`config.mk`:
```
export PLATFORM = sky130hd
export DESIGN_NAME = trace_cmd_sequencer_flat
export DESIGN_NICKNAME = d
export VERILOG_FILES = /design/src/rtl/trace_cmd_if.sv /design/src/rtl/trace_cmd_sequencer.sv /design/src/flat_wrapper.sv
export SDC_FILE = /design/constraint.sdc
export NUM_CORES = 1
export LEC_CHECK = 0
export CAP_MARGIN = 20
export CELL_PAD_IN_SITES_DETAIL_PLACEMENT = 2
export CELL_PAD_IN_SITES_GLOBAL_PLACEMENT = 2
export CORE_ASPECT_RATIO = 1.1
export CORE_MARGIN = 4
export CORE_UTILIZATION = 34
export DETAILED_ROUTE_END_ITERATION = 10
export PLACE_DENSITY_LB_ADDON = 0.1
export RECOVER_POWER = 50
export SLEW_MARGIN = 20
export SYNTH_ARGS = -nofsm -noshare
export SYNTH_HDL_FRONTEND = slang
export SYNTH_SLANG_ARGS = --single-unit
```
`constraint.sdc`:
```
create_clock -name clk -period 2.83 [get_ports clk]
set_input_delay 0.566 -clock clk [delete_from_list [all_inputs] [get_ports clk]]
set_output_delay 0.566 -clock clk [all_outputs]
set_load 0.05 [all_outputs]
```
`src/rtl/trace_cmd_if.sv`:
```
// trace_cmd_if
// Bundles the two handshakes around the trace command sequencer:
//   record side : in_valid, in_code, in_addr  -> sequencer ; in_ready <- sequencer
//   command side: out_valid, out_cmd, out_tag, out_index, out_offset, out_icache
//                 -> cache ; out_ready <- cache
// Modports:
//   master : the environment (trace source and cache consumer)
//   slave  : the sequencer itself
interface trace_cmd_if #(
   parameter int ADDR_W      = 32,
   parameter int INDEX_BITS  = 4,
   parameter int OFFSET_BITS = 6
);
   localparam int TAG_W = ADDR_W - INDEX_BITS - OFFSET_BITS;

   logic                   in_valid;
   logic [3:0]             in_code;
   logic [ADDR_W-1:0]      in_addr;
   logic                   in_ready;

   logic                   out_valid;
   logic                   out_ready;
   logic [2:0]             out_cmd;
   logic [TAG_W-1:0]       out_tag;
   logic [INDEX_BITS-1:0]  out_index;
   logic [OFFSET_BITS-1:0] out_offset;
   logic                   out_icache;

   modport master (
      output in_valid, in_code, in_addr, out_ready,
      input  in_ready, out_valid, out_cmd, out_tag, out_index, out_offset, out_icache
   );

   modport slave (
      input  in_valid, in_code, in_addr, out_ready,
      output in_ready, out_valid, out_cmd, out_tag, out_index, out_offset, out_icache
   );
endinterface

```
`src/rtl/trace_cmd_sequencer.sv`:
```
// trace_cmd_sequencer
// Decodes raw trace records (4-bit code + address) into L1 cache commands,
// splits the address into tag/index/offset and queues the result in an
// in-order FIFO that the cache drains with backpressure. Invalid codes are
// accepted, dropped and counted.
// Ports:
//   clk        : clock, all state updates on the rising edge
//   rst_n      : synchronous active-low reset (flushes the FIFO and counters)
//   bus        : trace_cmd_if.slave, record input and command output handshakes
//   rec_count  : records accepted (valid or not), wraps at 2^32
//   bad_count  : invalid records dropped, saturates at 0xFFFF
module trace_cmd_sequencer #(
   parameter int DEPTH       = 4,
   parameter int ADDR_W      = 32,
   parameter int INDEX_BITS  = 4,
   parameter int OFFSET_BITS = 6
) (
   input  logic                clk,
   input  logic                rst_n,
   trace_cmd_if.slave          bus,
   output logic [31:0]         rec_count,
   output logic [15:0]         bad_count
);
   localparam int PTR_W   = $clog2(DEPTH);
   localparam int CNT_W   = PTR_W + 1;
   localparam int SPLIT   = INDEX_BITS + OFFSET_BITS;
   // Entry layout: {icache, cmd[2:0], addr}
   localparam int ENTRY_W = ADDR_W + 4;

   localparam logic [2:0] CMD_READ       = 3'd0;
   localparam logic [2:0] CMD_WRITE      = 3'd1;
   localparam logic [2:0] CMD_I_FETCH    = 3'd2;
   localparam logic [2:0] CMD_L2_INVAL   = 3'd3;
   localparam logic [2:0] CMD_L2_DATA_RQ = 3'd4;
   localparam logic [2:0] CMD_CLR        = 3'd5;
   localparam logic [2:0] CMD_PRINT      = 3'd6;

   // Returns {code_is_valid, cmd}; invalid codes map to READ with valid=0.
   function automatic logic [3:0] decode_code(input logic [3:0] code);
      logic [3:0] res;
      case (code)
         4'd0:    res = {1'b1, CMD_READ};
         4'd1:    res = {1'b1, CMD_WRITE};
         4'd2:    res = {1'b1, CMD_I_FETCH};
         4'd3:    res = {1'b1, CMD_L2_INVAL};
         4'd4:    res = {1'b1, CMD_L2_DATA_RQ};
         4'd8:    res = {1'b1, CMD_CLR};
         4'd9:    res = {1'b1, CMD_PRINT};
         default: res = {1'b0, CMD_READ};
      endcase
      return res;
   endfunction

   logic [ENTRY_W-1:0] mem_r [DEPTH];
   logic [PTR_W-1:0]   wr_ptr_r;
   logic [PTR_W-1:0]   rd_ptr_r;
   logic [CNT_W-1:0]   count_r;
   logic               in_ready_r;
   logic               out_valid_r;
   logic [31:0]        rec_count_r;
   logic [15:0]        bad_count_r;

   logic [3:0]         dec_s;
   logic               code_ok_s;
   logic               accept_s;
   logic               push_s;
   logic               pop_s;
   logic [CNT_W-1:0]   count_nxt_s;
   logic [ENTRY_W-1:0] wr_entry_s;
   logic [ENTRY_W-1:0] head_s;

   // Handshake qualification, decode and next occupancy.
   always_comb begin
      dec_s       = decode_code(bus.in_code);
      code_ok_s   = dec_s[3];
      accept_s    = bus.in_valid && in_ready_r;
      push_s      = accept_s && code_ok_s;
      pop_s       = out_valid_r && bus.out_ready;
      wr_entry_s  = {(dec_s[2:0] == CMD_I_FETCH), dec_s[2:0], bus.in_addr};
      case ({push_s, pop_s})
         2'b10:   count_nxt_s = count_r + CNT_W'(1);
         2'b01:   count_nxt_s = count_r - CNT_W'(1);
         default: count_nxt_s = count_r;
      endcase
   end

   // FIFO control state and counters; ready/valid flags are registered from
   // the next occupancy so in_ready never sees out_ready combinationally.
   always_ff @(posedge clk) begin
      if (!rst_n) begin
         wr_ptr_r    <= '0;
         rd_ptr_r    <= '0;
         count_r     <= '0;
         in_ready_r  <= 1'b1;
         out_valid_r <= 1'b0;
         rec_count_r <= 32'd0;
         bad_count_r <= 16'd0;
      end else begin
         count_r     <= count_nxt_s;
         in_ready_r  <= (count_nxt_s < CNT_W'(DEPTH));
         out_valid_r <= (count_nxt_s != CNT_W'(0));
         if (push_s) begin
            wr_ptr_r <= wr_ptr_r + PTR_W'(1);
         end
         if (pop_s) begin
            rd_ptr_r <= rd_ptr_r + PTR_W'(1);
         end
         if (accept_s) begin
            rec_count_r <= rec_count_r + 32'd1;
         end
         if (accept_s && !code_ok_s && (bad_count_r != 16'hFFFF)) begin
            bad_count_r <= bad_count_r + 16'd1;
         end
      end
   end

   // Entry storage; stale slots are harmless because pointers/count are reset.
   always_ff @(posedge clk) begin
      if (rst_n && push_s) begin
         mem_r[wr_ptr_r] <= wr_entry_s;
      end
   end

   // Head presentation, forced to zero while the FIFO is empty.
   always_comb begin
      head_s = mem_r[rd_ptr_r];
      if (out_valid_r) begin
         bus.out_icache = head_s[ENTRY_W-1];
         bus.out_cmd    = head_s[ENTRY_W-2:ADDR_W];
         bus.out_tag    = head_s[ADDR_W-1:SPLIT];
         bus.out_index  = head_s[SPLIT-1:OFFSET_BITS];
         bus.out_offset = head_s[OFFSET_BITS-1:0];
      end else begin
         bus.out_icache = 1'b0;
         bus.out_cmd    = 3'd0;
         bus.out_tag    = '0;
         bus.out_index  = '0;
         bus.out_offset = '0;
      end
   end

   assign bus.in_ready  = in_ready_r;
   assign bus.out_valid = out_valid_r;
   assign rec_count     = rec_count_r;
   assign bad_count     = bad_count_r;
endmodule
```
`src/flat_wrapper.sv`:
```
// flat-port wrapper written by rule: the top's interface ports become plain ports
module trace_cmd_sequencer_flat 
#(
   parameter int DEPTH       = 4,
   parameter int ADDR_W      = 32,
   parameter int INDEX_BITS  = 4,
   parameter int OFFSET_BITS = 6
)
  (clk, rst_n, rec_count, bad_count, bus_in_valid, bus_in_code, bus_in_addr, bus_out_ready, bus_in_ready, bus_out_valid, bus_out_cmd, bus_out_tag, bus_out_index, bus_out_offset, bus_out_icache);
  trace_cmd_if #(.ADDR_W(ADDR_W), .INDEX_BITS(INDEX_BITS), .OFFSET_BITS(OFFSET_BITS)) bus_i ();
  input  logic clk;
  input  logic rst_n;
  output logic [31:0] rec_count;
  output logic [15:0] bad_count;
  input wire logic [$bits(bus_i.in_valid)-1:0] bus_in_valid;
  input wire logic [$bits(bus_i.in_code)-1:0] bus_in_code;
  input wire logic [$bits(bus_i.in_addr)-1:0] bus_in_addr;
  input wire logic [$bits(bus_i.out_ready)-1:0] bus_out_ready;
  output wire logic [$bits(bus_i.in_ready)-1:0] bus_in_ready;
  output wire logic [$bits(bus_i.out_valid)-1:0] bus_out_valid;
  output wire logic [$bits(bus_i.out_cmd)-1:0] bus_out_cmd;
  output wire logic [$bits(bus_i.out_tag)-1:0] bus_out_tag;
  output wire logic [$bits(bus_i.out_index)-1:0] bus_out_index;
  output wire logic [$bits(bus_i.out_offset)-1:0] bus_out_offset;
  output wire logic [$bits(bus_i.out_icache)-1:0] bus_out_icache;
  assign bus_i.in_valid = bus_in_valid;
  assign bus_i.in_code = bus_in_code;
  assign bus_i.in_addr = bus_in_addr;
  assign bus_i.out_ready = bus_out_ready;
  assign bus_in_ready = bus_i.in_ready;
  assign bus_out_valid = bus_i.out_valid;
  assign bus_out_cmd = bus_i.out_cmd;
  assign bus_out_tag = bus_i.out_tag;
  assign bus_out_index = bus_i.out_index;
  assign bus_out_offset = bus_i.out_offset;
  assign bus_out_icache = bus_i.out_icache;
  trace_cmd_sequencer #(.DEPTH(DEPTH), .ADDR_W(ADDR_W), .INDEX_BITS(INDEX_BITS), .OFFSET_BITS(OFFSET_BITS)) u_core (.clk(clk), .rst_n(rst_n), .bus(bus_i), .rec_count(rec_count), .bad_count(bad_count));
endmodule
```
# After elaboration in Yosys (flattened, before gate mapping)
# Memories as Yosys holds them, arrays and structs flattened. A register that Yosys moved wholly into a read port is not among the register bits.
# Index checks and enable logic that the tools add are counted.
# totals
memories	1
romBits	0
register_bits	57
mem_bits_rw	144
latchBits	0
wordCells	45
input_bits	40
# memory_table
name	depth	word_bits	read_ports	rd_ports_with_merged_regs	write_ports	line_no	source
u_core.mem_r	4	36	1	1	1	trace_cmd_sequencer.sv:54	logic [ENTRY_W-1:0] mem_r [DEPTH];
# op_classes
n_shift	0
reduce_logical	9
div	0
multipliers	0
bitwise	0
addsub	6
mux	11
n_lt_le_gt_ge	1
eq_ne	10
# ops
op	count
32-bit by 1-bit adder with 32-bit output (second input constant)	1
4-bit one-hot mux with 7 select lines	1
22-bit 2-to-1 mux	1
16-bit by 1-bit adder with 16-bit output (second input constant)	1
16-bit inequality test (second input constant)	1
4-bit by 2-bit == test with 1-bit output (second input constant)	2
4-bit == test (second input constant)	2
1-bit logical AND	6
6-bit 2-to-1 mux	1
3-bit one-hot mux with 2 select lines	1
2-bit by 1-bit adder with 2-bit output (second input constant)	2
4-bit by 1-bit == test with 1-bit output (second input constant)	1
4-bit by 3-bit == test with 1-bit output (second input constant)	1
4-bit zero test	1
2-bit 2-to-1 mux	2
4-bit 2-to-1 mux	1
3-bit by 1-bit adder with 3-bit output (second input constant)	1
3-bit by 2-bit == test with 1-bit output (second input constant)	1
3-bit less-than comparator (second input constant)	1
1-bit 2-to-1 mux	3
3-bit 2-to-1 mux	1
3-bit nonzero test	1
3-bit by 1-bit subtractor with 3-bit output (second input constant)	1
2-bit by 1-bit == test with 1-bit output (second input constant)	1
2 further kinds	2

# Logic depth before layout (Yosys ltp)
# Gate-level depths: netlist of run 1.
# logic_depth
word_depth	6
depth_mapped	12
mapped_depth_nobuf	11

# Worst setup path before layout of run 1
# No wires, ideal clock.
# synth_timing
path_type	input port to flip-flop
startpoint	input port rst_n
endpoint	memory u_core.mem_r[1][0] (netlist name), enable pin
arrival_ps	2365
required_ps	2433
slack_ps	69
setup_time_ps	397
path_buffers	3
stages	4
path_cell_list	clkbuf_1 -> clkbuf_1 -> clkbuf_1 -> and3_1
# synth_via
elab_chain_cells	3
# synth_lines
element	line_no	source
start: declaration	flat_wrapper.sv:12	input logic rst_n;
1-bit logical AND	trace_cmd_sequencer.sv:119	if (rst_n && push_s) begin
1-bit 2-to-1 mux	trace_cmd_sequencer.sv:119	
1-bit 2-to-1 mux (implied by the code)	trace_cmd_sequencer.sv:120	mem_r[wr_ptr_r] <= wr_entry_s;
end: declaration	trace_cmd_sequencer.sv:54	
# No other way between the ends.

==> results of run 1 <==
## registers in the layout, summed over array words and instances (netlist names), named ones only
signal and count:
u_core.bad_count 16, u_core.wr_ptr_r 2, u_core.mem_r 144, u_core.rd_ptr_r 2, u_core.count_r 3, u_core.bus.out_valid 1, u_core.rec_count 32, u_core.bus.in_ready 1
## final cells by class
class                   count  area (um2)
clock buffers              28         594
clock inverters            13        92.6
fillers                  2430       13700
inverters                  14        52.6
multi-input cells         333        2710
flip-flops and latches    203        5510
well taps                 310         388
repair buffers            155        1410
## report_power, final
group	internal (mW)	switching, mW	total [mW]
logic	0.527	0.937	1.46
registers	3.25	0.0434	3.30
clock network	1.58	1.14	2.72
total	5.36	2.12	7.48
## worst register-to-register path, cell delays in order, from the launching register on
cell and delay [ns]:
dfxtp_1 0.36, nand2_1 0.14, nor2_1 0.07, inv_1 0.08
ha_1 0.17, inv_1 0.06, fa_1 0.38, xor2_1 0.17
o21a_1 0.17, o21a_1 0.19, or3_1 0.31
## stage by stage
step           TNS, ns  util (%)  total power [mW]
2_1_floorplan        0         -              4.35
3_3_place_gp    -0.354      41.4              4.83
3_5_place_dp    -0.574      41.4              4.87
4_1_cts              0      44.2              7.64
5_1_grt              0      43.9              7.82
6_report             0      43.9              7.48
## routing by layer
metal,up-vias,part of all wire [%],routed length (um)
met3,26,4.1,881
met4,2,1.2,250
li1,2537,-,-
met2,110,53,11500
met1,2820,42,9140
met5,-,0.060,13
## logic make-up after synthesis
group	count (synthesis)	synth area share [%]
AO/OA/AOI/OAI	60	4.51
XOR/XNOR	15	1.56
adder cells (fa/ha/maj)	8	1.28
buffers and inverters	46	2.60
flip-flops	203	65.3
multiplexers	49	11.2
AND/OR/NAND/NOR	201	13.6
## cell usage after synthesis, types with 3 or more instances
cell type,instances
a21oi_1,26
and2_1,40
and3_1,9
and4_1,9
buf_2,11
clkbuf_1,16
dfxtp_1,59
edfxtp_1,144
ha_1,7
inv_1,13
mux2i_1,12
mux4_2,36
nand2_1,31
nand2b_1,10
nand3_1,19
nand4_1,14
nor2_1,27
nor3_1,6
nor4_1,5
nor4b_1,3
o21ai_0,6
o31ai_1,15
or3_1,6
or4_1,16
xor2_1,13
## how the worst min path moves through the flow
stage | from | endpoint | slack [ns]
final | u_core.rec_count[31] | u_core.rec_count[31] | 0.49
after global routing | u_core.bad_count[11] | u_core.bad_count[11] | 0.54
after CTS | u_core.rec_count[31] | u_core.rec_count[31] | 0.50
after detailed placement | u_core.rec_count[31] | u_core.rec_count[31] | 0.48
after global placement | u_core.rec_count[21] | u_core.rec_count[21] | 0.48
after floorplan | u_core.rd_ptr_r[1] | flip-flop | 0.48
## cells in the final DEF (no fill, tap or decap), drive strengths merged, types with 9 or more instances in the layout
| master | Yosys | final |
|---|---|---|
| or4 | 16 | 16 |
| clkinv | 1 | 11 |
| o31ai | 15 | 15 |
| edfxtp | 144 | 144 |
| mux4 | 36 | 36 |
| buf | 13 | 59 |
| a21oi | 27 | 27 |
| and3 | 9 | 9 |
| mux2i | 12 | 12 |
| and4 | 9 | 9 |
| nand3 | 19 | 19 |
| nand2 | 31 | 31 |
| nor2 | 27 | 27 |
| clkbuf | 19 | 36 |
| dlygate4sd3 | 0 | 34 |
| nand2b | 10 | 10 |
| and2 | 40 | 40 |
| dfxtp | 59 | 59 |
| nand4 | 14 | 14 |
| xor2 | 13 | 13 |
| clkdlybuf4s50 | 0 | 54 |
| inv | 13 | 13 |
==> out/results.txt, run 1 <==
Die Span Y: 173 um
Num Clock Sinks: 203
layout cell share with drive strength beyond 1: 19.0%
CP max stage cell: mux4_2
clock slew at reported path FFs: 0.06 ns
Synthesis Warnings: 0
Syn Inst Count: 582
Max Freq: 377 MHz
min-delay worst type: reg -> reg
synth-to-layout area growth: 27.4%
Worst Path Max Fanout: 36
sequential element share of the synthesized area: 65.3%
async set-reset flop share out of synthesis: 0%
drt pass-1 iters: 4
max-slew violations: 0
placed cell area: 10100 um2
synthesized flop and latch total: 203
first-pass GRT wire length: 34900 um
top cell type's share of synthesized area: 51.3%
CTS tree: built
Critical Path End: bus_out_index[3]
Crit. path cell count: 4
vias per cell: 5.20
CP arrival: 2.08 ns
Reg2Reg Depth: 10
WHS: 0.489 ns
power density over the cells: 696 nW/um2
Routed Antenna Nets: 0
CP delay by family, top: multiplexers
initial core utilization: 34.5%
row cnt: 60
Longest Clk Path Bufs: 3
Fin. Hold Viols: 0
Max VDD drop: 339 uV
Tmin final: 2.65 ns
Yosys top cell by area: edfxtp_1
dpl cells: 1015
GR Overflow Total: 0
Req. time, crit path: 2.26 ns
CP endpoint kind: output pin
Root Driver: clkbuf_16
type of origin of the critical path: flip-flop
Ports: 126
unique cell type count in the Yosys netlist: 49
# DRC: 0
Hold Buf Count CTS: 0
R2R setup slack: 0.63 ns
max_cap viols: 0
worst setup margin: 0.180 ns
RSZ-0062 raised after global routing: false
crit share post-route: 93.6%
fin nets: 778
GR Util met2: 29.0%
critical path's largest stage delay: 0.56 ns
worst r2r dst: u_core.bus.out_valid
P_leak: 3.56 nW
core area: 24500 um2
Mapped Area: 8440 um2
CP cell instances: buf_12 > mux4_2 > and2_1 > buf_4
post_cts resized: 0
drt initial violations: 226
Die Wd: 158 um
clock latency on the worst-skew pair: 0.49 ns
Setup Skew: 0.0119 ns
post-DP HPWL: 14600 um
dpl ws: -0.325 ns
largest net degree at the start of global routing: 38
M1 GR Usage: 19.7%
vias in the first global route: 6164
final setup vio count: 0
number of flops mapped to enable cells by yosys: 144
diode count: 0
largest cells by area after synthesis: edfxtp_1 51%, dfxtp_1 14%, mux4_2 9.6%
Avg WL per Cell: 20.6 um
Non-Filler Instances: 1056
Worst Tran Pin Value: 0.989 ns
kind of critical path: reg -> out
CTS H-tree depth: 1
Total Routing Usage GR: 15.9%
Port Buffers: 125
R2R Path Start: u_core.bus.in_ready
Top FF cell, synth: edfxtp_1
Avg Inst Size Synth: 14.5 um2
run status: completed
cell area after layout: 10800 um2
setup bufs post-CTS: 0
syn nets: 630
Hold Path Cell Cnt: 2
GP Congestion: 0.686
drt total wl: 21700 um
die area: 27400 um2
antenna violations before repair: 1
Worst slew margin: 33.5%
DR vias: 5495
Buf/Inv on CP: 2
busiest grt layer: met2
GR Util met3: 2.80%
CTS Buf Count: 23
(Power assumes the default switching activity.)
==> inputs of run 2 (changes only) <==
--- a/config.mk
+++ b/config.mk
@@ -14,7 +14,6 @@
 export DETAILED_ROUTE_END_ITERATION = 10
 export PLACE_DENSITY_LB_ADDON = 0.1
 export RECOVER_POWER = 50
-export SLEW_MARGIN = 20
 export SYNTH_ARGS = -nofsm -noshare
 export SYNTH_HDL_FRONTEND = slang
 export SYNTH_SLANG_ARGS = --single-unit
==> results of run 2 <==
Same layout as run 1: the final DEF is identical, and so are final timing and power.
==> inputs of run 3 (changes only) <==
--- a/config.mk
+++ b/config.mk
@@ -10,10 +10,11 @@
 export CELL_PAD_IN_SITES_GLOBAL_PLACEMENT = 2
 export CORE_ASPECT_RATIO = 1.1
 export CORE_MARGIN = 4
-export CORE_UTILIZATION = 34
+export CORE_UTILIZATION = 38
 export DETAILED_ROUTE_END_ITERATION = 10
 export PLACE_DENSITY_LB_ADDON = 0.1
 export RECOVER_POWER = 50
+export SLEW_MARGIN = 10
 export SYNTH_ARGS = -nofsm -noshare
 export SYNTH_HDL_FRONTEND = slang
 export SYNTH_SLANG_ARGS = --single-unit
==> constraint.sdc (replaced) <==
create_clock -name clk -period 2.5 [get_ports clk]
set_input_delay 0.5 -clock clk [delete_from_list [all_inputs] [get_ports clk]]
set_output_delay 0.5 -clock clk [all_outputs]
set_load 0.05 [all_outputs]
==> run 3 against run 2 <==
Effect of this change: the flow now finishes with violations (setup timing); power increased by 22%; design area increased by 4.7%; clock power increased by 21%; die area down 10%; sequential cell count is the same; clock-buffer cell count rose by 8; via count rose by 3.7%; non-clock buffer count up 18; worst hold slack worse by 0.0024 ns; sequential power grew 14%; combinational power increased by 42%; largest cell class unchanged.
==> out/results.txt, run 3 (same netlist as run 1, synthesis figures left out) <==
Num Clock Sinks: 203 (unchanged)
drt pass-1 iters: 4 (unchanged)
CP max stage cell: mux4_2 (unchanged)
vias in the first global route: 6559 (was 6164)
Die Wd: 150 um (was 158 um)
area of the multi-input gates: 2810 um2 (was 2710 um2)
fin nets: 797 (was 778)
P_leak: 3.81 nW (was 3.56 nW)
Non-Filler Instances: 1059 (was 1056)
CTS H-tree depth: 1 (unchanged)
max-slew violations: 0 (unchanged)
layout cell share with drive strength beyond 1: 25.4% (was 19.0%)
CP cell instances: clkbuf_16 > mux4_2 > and2_4 > buf_6 (was buf_12 > mux4_2 > and2_1 > buf_4)
clock latency on the worst-skew pair: 0.50 ns (was 0.49 ns)
final core utilization: 52.1% (was 43.9%)
Worst Path Max Fanout: 9 (was 36)
post-DP HPWL: 15900 um (was 14600 um)
power density over the cells: 810 nW/um2 (was 696 nW/um2)
failing checks: setup timing
first-pass GRT wire length: 39400 um (was 34900 um)
Avg WL per Cell: 23.9 um (was 20.6 um)
kind of critical path: reg -> out (unchanged)
Total Routing Usage GR: 20.7% (was 15.9%)
critical path's largest stage delay: 0.52 ns (was 0.56 ns)
Die Span Y: 164 um (was 173 um)
Max Freq: 396 MHz
drt initial violations: 221 (was 226)
register name with the most flops: u_core.mem_r (unchanged)
Worst Tran Pin Value: 0.718 ns (was 0.989 ns)
type of origin of the critical path: flip-flop (unchanged)
CTS tree: built (unchanged)
row cnt: 56 (was 60)
crit share post-route: 101%
dpl cells: 1010 (was 1015)
DR vias: 5697 (was 5495)
die area: 24700 um2 (was 27400 um2)
Root Driver: clkbuf_16 (unchanged)
Routed Antenna Nets: 0 (unchanged)
# fillers: 2079 (was 2430)
min-delay worst type: reg -> reg (unchanged)
# DRC: 0 (unchanged)
drt total wl: 25300 um (was 21700 um)
final setup vio count: 5 (was 0)
vias per cell: 5.38 (was 5.20)
Max VDD drop: 399 uV (was 339 uV)
commonest non-fill, non-tap cells in the layout: 144 x edfxtp_1, 57 x dfxtp_1, 50 x clkdlybuf4s50_1 (was 144 x edfxtp_1, 57 x dfxtp_1, 55 x buf_4)
Worst slew margin: 51.5% (was 33.5%)
commonest non-fill, non-tap cell in the layout: edfxtp_1 (unchanged)
initial core utilization: 39.1% (was 34.5%)
Longest Clk Path Bufs: 3 (unchanged)
GR Overflow Total: 0 (unchanged)
Req. time, crit path: 2.00 ns (was 2.26 ns)
FF+latch area: 5510 um2 (about the same)
antenna violations before repair: 4 (was 1)
Ports: 126 (unchanged)
Fin. Hold Viols: 0 (unchanged)
largest net degree at the start of global routing: 38 (unchanged)
RSZ-0062 raised after global routing: true (was false)
Port Buffers: 125 (unchanged)
max_cap viols: 0 (unchanged)
number of flip-flops under the largest register name: 144 (unchanged)
run status: complete, but fails checks (was completed)
CP endpoint kind: output pin (unchanged)
GP Congestion: 0.756 (was 0.686)
CP arrival: 2.02 ns (was 2.08 ns)
synth-to-layout area growth: 33.4% (was 27.4%)
core area: 21600 um2 (was 24500 um2)
Setup Skew: 0.00925 ns (was 0.0119 ns)
worst setup margin: -0.0225 ns (was 0.180 ns)
Tmin final: 2.52 ns
CTS Buf Count: 24 (was 23)
clock slew at reported path FFs: 0.06 ns (about the same)
run 3: metal layers:
metal  routed length (um)  vias up  track usage, %  share of wire (%)
li1                     -     2579               -                  -
met1                10200     2961            25.0                 40
met2                13700      124            38.4                 54
met3                 1080       33            4.08                4.3
met4                  367        0            3.95                1.5
met5                    0        -               0                  0
run 3: critical path, delay by kind of cell, from the launching register on:
kind	cells	cell delay (ns)
and+or+nand+nor	1	0.18
DFF	1	0.45
buffers and inverters	2	0.36
muxes	1	0.52
run 3: worst paths after layout:
path	startpoint	end	slack (ns)	cells past startpoint
setup / recovery	flip-flop	bus_out_tag[3]	-0.02	4
hold / removal	u_core.rec_count[31]	u_core.rec_count[31]	0.49	2
setup reg to reg	u_core.bus.in_ready	u_core.bus.out_valid	0.27	10
hold reg to reg	u_core.rec_count[31]	u_core.rec_count[31]	0.49	2
run 3: where the power goes:
group          internal, mW  switching [mW]  total (mW)  leakage (nW)
Sequential             3.68          0.0620        3.75          1.78
Combinational         0.904            1.18        2.08          1.67
Clock                  1.92            1.36        3.28         0.358
Total                  6.51            2.60        9.11          3.81
run 3: layout make-up:
class | instances | area share, %
Antenna cell | 4 | 0.0890
Clock buffer | 36 | 6.23
Clock inverter | 6 | 0.267
Inverter | 14 | 0.467
Multi-Input combinational cell | 333 | 25.0
Sequential cell | 203 | 49.0
Tap cell | 290 | 3.22
Timing Repair Buffer | 173 | 15.8
run 3: repair_timing:
action	CTS	global route
pin swaps	0	1
setup buffers	0	0
hold buffers	0	0
resized for setup	71	14
endpoints found under the setup margin	37	38
cloned	2	1
run 3: metrics by stage:
| step | cell area, um2 | setup WS, ns | TNS (ns) | hold WS, ns | total power, mW |
|---|---|---|---|---|---|
| detailed placement | 10200 | -0.608 | -2.53 | 0.479 | 5.57 |
| finish | 11300 | -0.0225 | -0.0750 | 0.486 | 9.11 |
| global placement | 10200 | -0.487 | -1.51 | 0.456 | 5.50 |
| CTS | 11200 | -0.0679 | -0.819 | 0.492 | 9.16 |
| floorplan | 8440 | 0.0107 | 0 | 0.485 | 4.92 |
| global route | 11200 | -0.0929 | -2.20 | 0.509 | 9.50 |
==> edit 1, RTL diff (flow settings as in run 1) <==
`DEPTH` is set to 4 in 2 places; all go to 8.
--- a/src/rtl/trace_cmd_sequencer.sv
+++ b/src/rtl/trace_cmd_sequencer.sv
@@ -10,7 +10,7 @@
 //   rec_count  : records accepted (valid or not), wraps at 2^32
 //   bad_count  : invalid records dropped, saturates at 0xFFFF
 module trace_cmd_sequencer #(
-   parameter int DEPTH       = 4,
+   parameter int DEPTH       = 8,
    parameter int ADDR_W      = 32,
    parameter int INDEX_BITS  = 4,
    parameter int OFFSET_BITS = 6
--- a/src/flat_wrapper.sv
+++ b/src/flat_wrapper.sv
@@ -1,7 +1,7 @@
 // flat-port wrapper written by rule: the top's interface ports become plain ports
 module trace_cmd_sequencer_flat 
 #(
-   parameter int DEPTH       = 4,
+   parameter int DEPTH       = 8,
    parameter int ADDR_W      = 32,
    parameter int INDEX_BITS  = 4,
    parameter int OFFSET_BITS = 6
Behaviour: not the same (a bounded check fails within 10 cycles, from zero or initial values and one cycle with rst_n low).
==> edit 1 against run 1 <==
- worst setup slack lost 160 ps
- synthesized area grew 65%
- sequential power grew 74%
- sequential cell count grew 148
- total power grew 76%
- utilization grew 0.38 points
- sequential share of layout area grew 4.2 points
- critical path type unchanged
- design area grew 66%
- cell count grew 45%
- wire length grew 66%
- highest routed layer is now met4
==> edit 1: results (changes against run 1) <==
- Int Pwr: 9.74 mW (+82%)
- Resize count post-CTS: 31 (+31)
- Worst R2R Setup Slack: 220 ps (-410 ps)
- Clock share of power: 38.2% (+1.8 points)
- Power per cell area: 736 nW/um^2 (+5.7%)
- First-iteration detailed-routing DRC count: 346 (+53%)
- Status: finished clean
- Area of the multi-input gates: 3950 sq um (+46%)
- FF+latch area: 9920 sq um (+80%)
- Max reg flops: 288 (+100%)
- Non-CTS buffers: 190 (+23%)
- Post-Synth XOR/XNOR Area: 3.20% (+1.6 points)
- Initial antenna violation count: 0 (-1)
- Via count: 7783 (+42%)
- Met3 wire length: 1390 microns (+57%)
- Static Leak: 5.81 nW (+63%)
- Post-synthesis area per instance: 17.5 sq um (+21%)
- Clock buf count: 47 (+68%)
- Largest net degree at the start of global routing: 44 (+16%)
- #MultiIn Comb: 401 (+20%)
- Cell variety after synth: 44 (-10%)
- Dpl hpwl: 22100 microns (+52%)
- Highest routed metal layer: met4
- Relative slew slack: 32.8% (-0.73 points)
- Clock-cell share of area: 7.09% (+0.70 points)
- Hold path start: u_core.rd_ptr_r[1]
- Layout cells sized above 1: 24.7% (+5.6 points)
-- edit 1: cell count changes after synthesis, sizes merged, moves of 9 or more --
cell    change
or4        -13
xnor2      +14
xor2       +22
nor2b      +36
and2       -33
nand2       -9
nor2       +37
a21oi      -17
o31ai      -15
edfxtp    +144
mux2i      +28
mux4       +36
-- edit 1: how the worst max path moves through the flow --
stage | endpoint | slack [ps] | depth (start not counted)
6_report | bus_out_icache | 20 | 6
3_5_place_dp | u_core.bus.out_valid | -610 | 12
4_1_cts | bus_out_cmd[0] | -10 | 6
3_3_place_gp | u_core.bus.out_valid | -470 | 12
5_1_grt | bus_out_tag[13] | -30 | 6
2_1_floorplan | u_core.mem_r[1][0] | -290 | 6
-- edit 1: metrics by stage --
step / util [%] / setup TNS (ps)
after floorplan: - / -38320
after global placement: 40.3 / -16300
after detailed placement: 40.3 / -25610
after CTS: 44.2 / -19.1
after global routing: 44.3 / -154
final: 44.3 / 0
==> edit 2, RTL diff (settings of run 1) <==
Without the edit above. Make the reset (`rst_n`) asynchronous in one clocked block. Comments in the files are not updated.
--- a/src/rtl/trace_cmd_sequencer.sv
+++ b/src/rtl/trace_cmd_sequencer.sv
@@ -86,7 +86,7 @@
 
    // FIFO control state and counters; ready/valid flags are registered from
    // the next occupancy so in_ready never sees out_ready combinationally.
-   always_ff @(posedge clk) begin
+   always_ff @(posedge clk or negedge rst_n) begin
       if (!rst_n) begin
          wr_ptr_r    <= '0;
          rd_ptr_r    <= '0;
Function: differs if rst_n is asserted again (counterexample within 4 cycles, from zero or initial values and one cycle with rst_n low); with rst_n held inactive, the same outputs for 4 cycles.
==> edit 2 against run 1 <==
- register-to-register slack got worse by 180 ps
- largest cell class unchanged
- wire length is 9.6% lower
- global-route usage shrank 1.0 points
- die area shrank 3.3%
- utilization grew 1.4 points
- design area down 0.47%
- non-clock buffer count is 5 lower
- synthesized area fell by 3.5%
- sequential cell count decreased by 2
- fmax fell by 0.40%
- worst setup slack lost 11 ps
- synthesized cell count fell by 19%
- cell count shrank 9.6%
Power is not compared: it rests on default switching activity, and its combinational part moved more than twofold at a synthesized area within 25%.
==> edit 2: results (changes against run 1) <==
- Hold path start: u_core.rec_count[31]
- Status: finished clean
- Layout cells sized above 1: 21.5% (+2.5 points)
- Worst Skew: 8.59 ps (-3.33 ps)
- Cell variety after synth: 40 (-18%)
- Via count: 4669 (-15%)
- WL final: 19600 microns (-9.6%)
- First-iteration detailed-routing DRC count: 155 (-31%)
- Synth area leaders: edfxtp_1, dfrtp_1, mux4_2
- Initial antenna violation count: 0 (-1)
- Setup WS pre-CTS: -250 ps (+75.3 ps)
- Worst-path maximum fanout: 24 (-33%)
- Via density: 4.89 (-6.0%)
- Nets@finish: 682 (-12%)
- Fill cells: 2252 (-7.3%)
- Reg-to-reg critical path endpoint: u_core.bus.out_valid
- Critical R2R Launch: u_core.bus.in_ready
- Dpl hpwl: 12700 microns (-13%)
- GP Congestion: 0.742 (+8.1%)
- First-pass GRT wire length: 31000 microns (-11%)
- Largest net degree at the start of global routing: 58 (+53%)
- Vias in the first global route: 5387 (-13%)
- Cell count after placement: 913 (-10%)
- Relative slew slack: 1.13% (-32 points)
- FF-to-FF path depth: 11 (+1)
- Synth cell count leaders: edfxtp_1, dfrtp_1, and2_1
- Final min period: 2660 ps (+10.6 ps)
## edit 2: worst min-delay path by stage
stage               cells past startpoint                   end
finish                                  1  u_core.rec_count[31]
global route                            1  u_core.rec_count[31]
global placement                        1  u_core.rec_count[31]
CTS                                     2    u_core.wr_ptr_r[0]
floorplan                               0   u_core.bad_count[0]
detailed placement                      1  u_core.rec_count[31]
## edit 2: layout make-up
cell class	instances	share of cell area, %
clock buffers	26	5.48
clock inverters	14	1.33
inverters	10	0.351
multi-input cells	249	21.1
flip-flops and latches	201	53.8
well taps	305	3.57
repair buffers	150	14.4
## edit 2: per-stage QoR
stage	hold WS [ps]	power [mW]
3_3_place_gp	453	7.69
4_1_cts	305	10.7
2_1_floorplan	270	6.20
3_5_place_dp	472	7.76
5_1_grt	501	11.0
6_report	476	10.5
## edit 2: kinds of logic after synthesis
family / share of synthesized area (%)
compound gates: 0.691
mux: 10.6
simple gates: 10.1
buf+inv: 1.27
xor+xnor: 5.38
flops: 70.6
fa+ha+maj: 1.32
## edit 2: worst max-delay path, stage by stage, from the launching register on
cell and delay, ps:
dfrtp_2 630, buf_12 250, mux4_2 320, and2_1 190
buf_4 190
## edit 2: repair_timing
action / CTS / global route
endpoints found under the hold margin: 0 / 0
gates resized for setup: 0 / 0
setup endpoints to repair: 11 / 0
setup buffers: 2 / 0
## edit 2: metal layers
layer | vias to the layer above | wire, microns | track usage [%]
met5 | - | 0 | 0
met4 | 0 | 266 | 2.78
met3 | 20 | 940 | 3.28
met2 | 107 | 10300 | 26.6
met1 | 2448 | 8100 | 18.7
li1 | 2094 | - | -
## edit 2: report_power, final
group	switching [mW]	internal (mW)
sequential	0.234	3.38
clock	1.13	1.75
combinational	2.35	1.67
